File: config.mk
export PLATFORM = sky130hd
export DESIGN_NAME = mc_ctrl
export DESIGN_NICKNAME = d
export VERILOG_FILES = /design/src/rtl/mc_ctrl_pkg.sv /design/src/rtl/mc_decode.sv /design/src/rtl/mc_ctrl.sv
export SDC_FILE = /design/constraint.sdc
export NUM_CORES = 1
export LEC_CHECK = 0
export CAP_MARGIN = 15
export CORE_MARGIN = 2
export CORE_UTILIZATION = 26
export DETAILED_ROUTE_END_ITERATION = 8
export PLACE_DENSITY_LB_ADDON = 0.1
export SYNTH_ARGS = -nofsm -noshare
export SYNTH_HDL_FRONTEND = slang
export SYNTH_HIERARCHICAL = 1
export SYNTH_SLANG_ARGS = --single-unit
File: constraint.sdc
create_clock -name clk -period 3.1 [get_ports clk]
set_input_delay 0.62 -clock clk [delete_from_list [all_inputs] [get_ports clk]]
set_output_delay 0.62 -clock clk [all_outputs]
set_load 0.02 [all_outputs]
File: src/rtl/mc_ctrl_pkg.sv
// Shared encodings for the multicycle controller and its datapath:
// FSM states, opcode/funct values, ALU operations and mux selects.
package mc_ctrl_pkg;

    typedef enum logic [3:0] {
        ST_FETCH    = 4'd0,
        ST_DECODE   = 4'd1,
        ST_EXE_R    = 4'd2,
        ST_EXE_I    = 4'd3,
        ST_MEM_ADDR = 4'd4,
        ST_MEM_RD   = 4'd5,
        ST_MEM_WR   = 4'd6,
        ST_WB_R     = 4'd7,
        ST_WB_I     = 4'd8,
        ST_WB_MEM   = 4'd9,
        ST_BRANCH   = 4'd10,
        ST_JUMP     = 4'd11
    } state_t;

    typedef enum logic [3:0] {
        IC_BAD  = 4'd0,
        IC_ADDU = 4'd1,
        IC_SUBU = 4'd2,
        IC_JR   = 4'd3,
        IC_ORI  = 4'd4,
        IC_LUI  = 4'd5,
        IC_LW   = 4'd6,
        IC_SW   = 4'd7,
        IC_BEQ  = 4'd8,
        IC_J    = 4'd9,
        IC_JAL  = 4'd10
    } iclass_t;

    localparam logic [5:0] OP_RTYPE = 6'h00;
    localparam logic [5:0] OP_J     = 6'h02;
    localparam logic [5:0] OP_JAL   = 6'h03;
    localparam logic [5:0] OP_BEQ   = 6'h04;
    localparam logic [5:0] OP_ORI   = 6'h0D;
    localparam logic [5:0] OP_LUI   = 6'h0F;
    localparam logic [5:0] OP_LW    = 6'h23;
    localparam logic [5:0] OP_SW    = 6'h2B;

    localparam logic [5:0] FN_JR    = 6'h08;
    localparam logic [5:0] FN_ADDU  = 6'h21;
    localparam logic [5:0] FN_SUBU  = 6'h23;

    localparam int ALU_ADD = 0;
    localparam int ALU_SUB = 1;
    localparam int ALU_OR  = 2;
    localparam int ALU_LUI = 3;

    localparam logic       SRCA_PC   = 1'b0;
    localparam logic       SRCA_RS   = 1'b1;
    localparam logic [1:0] SRCB_RT   = 2'd0;
    localparam logic [1:0] SRCB_FOUR = 2'd1;
    localparam logic [1:0] SRCB_IMM  = 2'd2;
    localparam logic [1:0] SRCB_IMM4 = 2'd3;

    localparam logic [1:0] DST_RT    = 2'd0;
    localparam logic [1:0] DST_RD    = 2'd1;
    localparam logic [1:0] DST_RA    = 2'd2;

    localparam logic [1:0] WB_ALU    = 2'd0;
    localparam logic [1:0] WB_MDR    = 2'd1;
    localparam logic [1:0] WB_PC     = 2'd2;

    localparam logic [1:0] EXT_ZERO  = 2'd0;
    localparam logic [1:0] EXT_SIGN  = 2'd1;
    localparam logic [1:0] EXT_UPPER = 2'd2;

    localparam logic [1:0] PC_ALU    = 2'd0;
    localparam logic [1:0] PC_ALUOUT = 2'd1;
    localparam logic [1:0] PC_JUMP   = 2'd2;
    localparam logic [1:0] PC_RS     = 2'd3;

endpackage

File: src/rtl/mc_decode.sv
// Combinational instruction classifier: opcode/funct -> instruction class.
module mc_decode
    import mc_ctrl_pkg::*;
(
    input  logic [5:0] opcode,
    input  logic [5:0] funct,
    output logic [3:0] iclass
);

    always_comb begin
        iclass = IC_BAD;
        case (opcode)
            OP_RTYPE: begin
                case (funct)
                    FN_ADDU: iclass = IC_ADDU;
                    FN_SUBU: iclass = IC_SUBU;
                    FN_JR:   iclass = IC_JR;
                    default: iclass = IC_BAD;
                endcase
            end
            OP_ORI:  iclass = IC_ORI;
            OP_LUI:  iclass = IC_LUI;
            OP_LW:   iclass = IC_LW;
            OP_SW:   iclass = IC_SW;
            OP_BEQ:  iclass = IC_BEQ;
            OP_J:    iclass = IC_J;
            OP_JAL:  iclass = IC_JAL;
            default: iclass = IC_BAD;
        endcase
    end

endmodule

File: src/rtl/mc_ctrl.sv
// Multicycle MIPS-subset control FSM. Moore outputs decoded from State and
// Instr; optional stall on mem_ready for FETCH, MEM_RD and MEM_WR.
module mc_ctrl
    import mc_ctrl_pkg::*;
#(
    parameter int USE_MEM_READY = 0,
    parameter int ALUCTRL_W     = 4
) (
    input  logic                 clk,
    input  logic                 reset,
    input  logic [31:0]          Instr,
    input  logic                 Zero,
    input  logic                 mem_ready,
    output logic                 PCWrite,
    output logic                 IRWrite,
    output logic                 RegWrite,
    output logic                 MemWrite,
    output logic                 MemRead,
    output logic [ALUCTRL_W-1:0] ALUCtrl,
    output logic                 ALUSrcA,
    output logic [1:0]           ALUSrcB,
    output logic [1:0]           RegDst,
    output logic [1:0]           MemtoReg,
    output logic [1:0]           ExtOp,
    output logic [1:0]           PCSrc,
    output logic [3:0]           State
);

    state_t     state_q, state_d;
    logic [3:0] iclass_raw;
    iclass_t    ic;
    logic       stall;
    logic       unused_instr;

    mc_decode u_decode (
        .opcode (Instr[31:26]),
        .funct  (Instr[5:0]),
        .iclass (iclass_raw)
    );

    assign ic           = iclass_t'(iclass_raw);
    assign stall        = (USE_MEM_READY != 0) && !mem_ready;
    assign unused_instr = ^Instr[25:6];
    assign State        = state_q;

    always_ff @(posedge clk or posedge reset) begin
        if (reset) state_q <= ST_FETCH;
        else       state_q <= state_d;
    end

    always_comb begin
        state_d  = state_q;
        PCWrite  = 1'b0;
        IRWrite  = 1'b0;
        RegWrite = 1'b0;
        MemWrite = 1'b0;
        MemRead  = 1'b0;
        ALUCtrl  = ALUCTRL_W'(ALU_ADD);
        ALUSrcA  = SRCA_PC;
        ALUSrcB  = SRCB_RT;
        RegDst   = DST_RT;
        MemtoReg = WB_ALU;
        ExtOp    = EXT_ZERO;
        PCSrc    = PC_ALU;

        case (state_q)
            ST_FETCH: begin
                MemRead = 1'b1;
                ALUSrcB = SRCB_FOUR;
                if (!stall) begin
                    IRWrite = 1'b1;
                    PCWrite = 1'b1;
                    state_d = ST_DECODE;
                end
            end
            ST_DECODE: begin
                ALUSrcB = SRCB_IMM4;
                ExtOp   = EXT_SIGN;
                case (ic)
                    IC_ADDU, IC_SUBU:   state_d = ST_EXE_R;
                    IC_ORI, IC_LUI:     state_d = ST_EXE_I;
                    IC_LW, IC_SW:       state_d = ST_MEM_ADDR;
                    IC_BEQ:             state_d = ST_BRANCH;
                    IC_J, IC_JAL, IC_JR: state_d = ST_JUMP;
                    default:            state_d = ST_FETCH;
                endcase
            end
            ST_EXE_R: begin
                ALUSrcA = SRCA_RS;
                ALUSrcB = SRCB_RT;
                ALUCtrl = (ic == IC_SUBU) ? ALUCTRL_W'(ALU_SUB) : ALUCTRL_W'(ALU_ADD);
                state_d = ST_WB_R;
            end
            ST_WB_R: begin
                RegDst   = DST_RD;
                RegWrite = 1'b1;
                state_d  = ST_FETCH;
            end
            ST_EXE_I: begin
                ALUSrcA = SRCA_RS;
                ALUSrcB = SRCB_IMM;
                if (ic == IC_LUI) begin
                    ExtOp   = EXT_UPPER;
                    ALUCtrl = ALUCTRL_W'(ALU_LUI);
                end else begin
                    ExtOp   = EXT_ZERO;
                    ALUCtrl = ALUCTRL_W'(ALU_OR);
                end
                state_d = ST_WB_I;
            end
            ST_WB_I: begin
                RegWrite = 1'b1;
                state_d  = ST_FETCH;
            end
            ST_MEM_ADDR: begin
                ALUSrcA = SRCA_RS;
                ALUSrcB = SRCB_IMM;
                ExtOp   = EXT_SIGN;
                state_d = (ic == IC_SW) ? ST_MEM_WR : ST_MEM_RD;
            end
            ST_MEM_RD: begin
                MemRead = 1'b1;
                if (!stall) state_d = ST_WB_MEM;
            end
            ST_WB_MEM: begin
                MemtoReg = WB_MDR;
                RegWrite = 1'b1;
                state_d  = ST_FETCH;
            end
            ST_MEM_WR: begin
                // Held through stalls; the memory commits on the mem_ready cycle.
                MemWrite = 1'b1;
                if (!stall) state_d = ST_FETCH;
            end
            ST_BRANCH: begin
                ALUSrcA = SRCA_RS;
                ALUSrcB = SRCB_RT;
                ALUCtrl = ALUCTRL_W'(ALU_SUB);
                PCSrc   = PC_ALUOUT;
                PCWrite = Zero;
                state_d = ST_FETCH;
            end
            ST_JUMP: begin
                PCWrite = 1'b1;
                PCSrc   = (ic == IC_JR) ? PC_RS : PC_JUMP;
                if (ic == IC_JAL) begin
                    RegWrite = 1'b1;
                    RegDst   = DST_RA;
                    MemtoReg = WB_PC;
                end
                state_d = ST_FETCH;
            end
            default: state_d = ST_FETCH;
        endcase

        // Reset must silence strobes immediately, not only after the flop updates.
        if (reset) begin
            PCWrite  = 1'b0;
            IRWrite  = 1'b0;
            RegWrite = 1'b0;
            MemWrite = 1'b0;
            MemRead  = 1'b0;
        end
    end

endmodule

Word-level counts from Yosys, hierarchy flattened
Memories as Yosys holds them, arrays and structs flattened.
Cells that the tools add are included.

word-level totals
  flip-flop bits (word level) = 4
  ROM bits = 64
  output and inout port bits = 24
  word-level logic and storage cells = 63
  memories = 1

memory list
  name              depth  width  read ports  clocked after Yosys merged registers in  write ports  line           text
  (name not given)  16     4      1           0                                        0            mc_ctrl.sv:79  case (ic)

operators by class
  eq/ne operators = 26
  mux-type cells = 27
  reduce and logical (&&, ||, !) cells = 8

operator list
  operator            number
  $pmux 4 s8          1
  $eq 4x3->1 const B  6
  $eq 6x6->1 const B  4
  $pmux 4 s6          1
  $eq 4x4->1 const B  5
  $eq 6x4->1 const B  3
  $pmux 2 s3          3
  $eq 4x2->1 const B  4
  $pmux 2 s2          4
  $mux 1              13
  $eq 6x2->1 const B  2
  $reduce_or 2->1     4
  $eq 6x3->1 const B  1
  $logic_not 6->1     1
  $mux 2              3
  $eq 4x1->1 const B  1
  $logic_not 4->1     1
  $pmux 1 s2          2
  $reduce_or 4->1     1
  $reduce_or 3->1     1

Longest topological paths before layout
  depth in word-level cells = 7
  mapped depth = 8

Cells and area by module
Netlist, hierarchy kept.

modules (own cells, without submodules)
  module     instances  cells an instance  area each (um^2)  sequential area each (um^2)
  mc_ctrl    1          83                 621.8             100.1
  mc_decode  1          25                 167.7             0.0

Least setup slack after synthesis
OpenSTA, ideal clock, no wires.

  kind = input to output
  from = input Instr[27]
  to = output ALUCtrl[0]
  arrival = 2.516 ns
  data required time = 2.480 ns
  slack = -0.036 ns
  cell stages on the path = 6
  path buffers = 0
  cells stage by stage = nor4_1 o211ai_1 a21oi_1 ha_1 o2bb2a_1 o41ai_1

on the way
  longest elaborated chain between the ends = 5
  elaborated cells on any way between the ends = 14

RTL lines
  element                                   line                           text
  start, declared                           mc_ctrl.sv:11                  input logic [31:0] Instr,
  $eq 6x2->1 (tied with other cells)        mc_decode.sv:12                case (opcode)
  $pmux 4 s8 *                              mc_decode.sv:12
  via ic[1]                                 mc_ctrl.sv:31                  iclass_t ic;
  $eq 4x3->1 or $eq 4x2->1 (tied branches)  mc_ctrl.sv:102, mc_ctrl.sv:91
  $mux 1, on equally long branches          mc_ctrl.sv:102, mc_ctrl.sv:91
  $pmux 2 s3 *                              mc_ctrl.sv:66                  case (state_q)
  end, declared                             mc_ctrl.sv:19                  output logic [ALUCTRL_W-1:0] ALUCtrl,

The timed path passes the listed nets; every way through them passes the cells marked *.

Worst setup path in the final report
Ends and elaborated chain as after synthesis.

==> impl_metrics.json <==
{
  "utilization": 0.4936,
  "cp-endpoint": "ALUCtrl[0]",
  "post_drt_wl_per_cell_microns": 12.88,
  "setup_viol": 0,
  "hold_viol": 0,
  "synthFlopType": "dfrtp_1",
  "end_kind": "output port",
  "final_nets": 201,
  "avgSynthCellArea_sq_um": 7.310,
  "outcome": "finished, final reports clean",
  "dp_cells": 185,
  "cp_common_cell": "buf_4",
  "final.setup.tns_ps": 0,
  "clock-sinks": 4,
  "crit_start": "Instr[27]",
  "dp_hpwl_microns": 1888,
  "max-vdd-ir-drop_v": 0.0003604,
  "r2r-start": "State[0]$_DFF_PP0_",
  "clkPwrFrac": 0.075,
  "cts_tree": "built",
  "ys_top_cells_by_count": "10 x nor2_1, 7 x a21oi_1, 6 x nand2b_1, 6 x nor4_1",
  "antenna_found_initial": 0,
  "drt_iter0_markers": 19,
  "fin_skew_ps": 1.734,
  "tightest_slew_ps": 536.4,
  "yosysSeqAreaShare": 0.1268,
  "via_per_inst": 5.291,
  "worstPathCellList": "dlygate4sd2_1 -> buf_4 -> nor2b_2 -> nand3_1 -> a21oi_1 -> buf_4 -> inv_4 -> ha_4 -> nand2_1 -> o2bb2a_4 -> o41ai_2 -> buf_4",
  "netlist_area_sq_um": 789.5,
  "grt_max_degree": 19,
  "ys_warn_count": 6,
  "power.leakage_nw": 0.6091,
  "critical_path.max_stage_delay_ps": 260,
  "cp_num_buf_inv": 5,
  "core_area_sq_um": 2829,
  "pin_count": 60,
  "post-place-ws_ps": -716.8,
  "seqPwrFrac": 0.178,
  "finalWirelength_microns": 2435,
  "port_buffers": 36,
  "drv_slew": 0,
  "powerDensity_nw_per_um2": 606.5,
  "p_int_mw": 0.4231,
  "yosysTopAreaCellShare": 0.1268,
  "fmax_mhz": 332.0,
  "crit_fanout": 3,
  "fp.dieH_microns": 59.11,
  "num_rows": 19,
  "clk_latency_ps": 230,
  "fin_cells": 189,
  "syn2layout_area_growth_pct": 76.86,
  "layout_setup_ws_ps": 87.85,
  "rr_endpoint": "State[1]$_DFF_PP0_",
  "crit_slowest_cell": "dlygate4sd2_1",
  "largest_reg_flops": 4,
  "async_flop_share": 1.000,
  "drc_errors": 0,
  "hp-class": "register to register",
  "drt-pass1-iter-count": 4,
  "cp_data_required_time_ps": 2480,
  "synthTopCellsByArea": "dfrtp_1 13%, ha_1 7.9%, and4b_1 6.3%",
  "yosysTopAreaCell": "dfrtp_1",
  "switching_share": 0.5004,
  "ys_ff_latch": 4,
  "grt_pass1_vias": 961,
  "detail-route-antenna-nets": 0,
  "cp.depth": 12,
  "grt_overflow_total": 0,
  "wl_met3_microns": 107,
  "wl_met1_microns": 1104,
  "r2r_cells": 3,
  "clockBufferDepth": 2,
  "synth_edf_count": 0,
  "met2_length_microns": 1209,
  "cp.arrival_ps": 2390,
  "initial_utilization": 0.2791,
  "comb_power_share": 0.746,
  "grt_pass1_wl_microns": 3953,
  "slew_headroom": 0.6424,
  "dr_total_vias": 1000,
  "total_power_mw": 0.8469,
  "drive_above_1_share": 0.2975,
  "critPathTopFamily": "buffers and inverters",
  "h-tree-depth": 1,
  "reg2reg_slack_ps": 1550,
  "start_kind": "input pin",
  "clkTransAtPathRegs_ps": 40,
  "drv_cap": 0,
  "synthCells": 108,
  "gp_congestion": 0.8066,
  "grt_util_all_layers": 0.1436,
  "switchingPower_mw": 0.4238,
  "dr.max_layer_used": "met4",
  "min_period_over_period": 0.9717,
  "cts_made_buffers": 3,
  "fin_crit_ps": 3012,
  "root_buffer": "clkbuf_4",
  "fp.dieW_microns": 59.11,
  "diodes": 0,
  "worstSetupPathType": "input pin to output port",
  "fp.dieArea_sq_um": 3493,
  "synth_cell_types": 39,
  "synth_most_common_cell": "nor2_1"
}
## placed cells by master, fill, tap and decap left out, types with 3 or more instances in the layout
| cell | count |
|---|---|
| clkbuf_2 | 3 |
| dlygate4sd2_1 | 3 |
| nor2b_1 | 3 |
| clkbuf_4 | 3 |
| nor3_1 | 3 |
| inv_1 | 3 |
| nand3b_1 | 4 |
| and4b_1 | 5 |
| nand2_1 | 4 |
| dfrtp_1 | 4 |
| buf_2 | 3 |
| nor4_1 | 3 |
| nand2b_1 | 6 |
| o211ai_1 | 4 |
| a21oi_1 | 7 |
| nor2_1 | 9 |
| ha_1 | 3 |
| buf_4 | 19 |
| clkdlybuf4s15_1 | 6 |
| clkdlybuf4s50_1 | 18 |
## worst reg2reg max path: cells and delay by family, from the launching register on
kind	cells	cell delay (ps)
simple gates	1	630
flops	1	560
compound gates	2	290
## cells by family after synthesis
| group | synth area share |
|---|---|
| AND/OR/NAND/NOR | 0.4327 |
| buffers and inverters | 0.09507 |
| other | 0.004750 |
| flip-flops | 0.1268 |
| AO/OA/AOI/OAI | 0.2504 |
| adder cells (fa/ha/maj) | 0.07924 |
| XOR/XNOR | 0.01110 |
## timing repair
action	in CTS	in global routing
setup buffers	0	1
gates cloned	0	0
resized for setup	34	33
hold buffers	0	0
endpoints found under the setup margin	6	5
pin swaps	5	11
## cell type report
class                      count  area (sq um)
clock buffer                   3         22.52
tap                           31         38.79
timing repair buffer          56         486.7
sequential                     4         100.1
fill                         291          1433
inverter                       6         25.02
multi-input combinational     89         723.2
## routing by layer
| metal | vias to the layer above | track usage |
|---|---|---|
| met5 | - | 0 |
| met4 | 0 | 0.05844 |
| met3 | 2 | 0.01310 |
| met2 | 37 | 0.2714 |
| met1 | 454 | 0.1629 |
| li1 | 507 | - |
## power by group through the flow
| stage | clock network (mW) | registers, mW | logic [mW] |
|---|---|---|---|
| after CTS | 0.0661 | 0.149 | 0.620 |
| after global placement | 0 | 0.149 | 0.623 |
| after floorplan | 0 | 0.129 | 0.369 |
| after detailed placement | 0 | 0.150 | 0.626 |
| final | 0.0639 | 0.151 | 0.632 |
| after global routing | 0.0698 | 0.163 | 0.677 |
## worst min path at each step
stage	start	slack, ps	depth (start not counted)	to
final	State[2]$_DFF_PP0_	660	1	State[3]$_DFF_PP0_
after global routing	State[2]$_DFF_PP0_	700	1	State[3]$_DFF_PP0_
after CTS	State[2]$_DFF_PP0_	670	1	State[3]$_DFF_PP0_
after detailed placement	State[2]$_DFF_PP0_	660	1	State[3]$_DFF_PP0_
after global placement	State[2]$_DFF_PP0_	670	1	State[3]$_DFF_PP0_
after floorplan	reset	390	1	State[0]$_DFF_PP0_
## through the flow
step / cell area [sq um] / hold WS (ps)
finish: 1396 / 661.0
global route: 1396 / 701.5
CTS: 1304 / 665.1
detailed placement: 1290 / 658.2
global placement: 1290 / 666.5
floorplan: 800.8 / 394.5
Note: power is estimated with default switching activity, not from simulation.
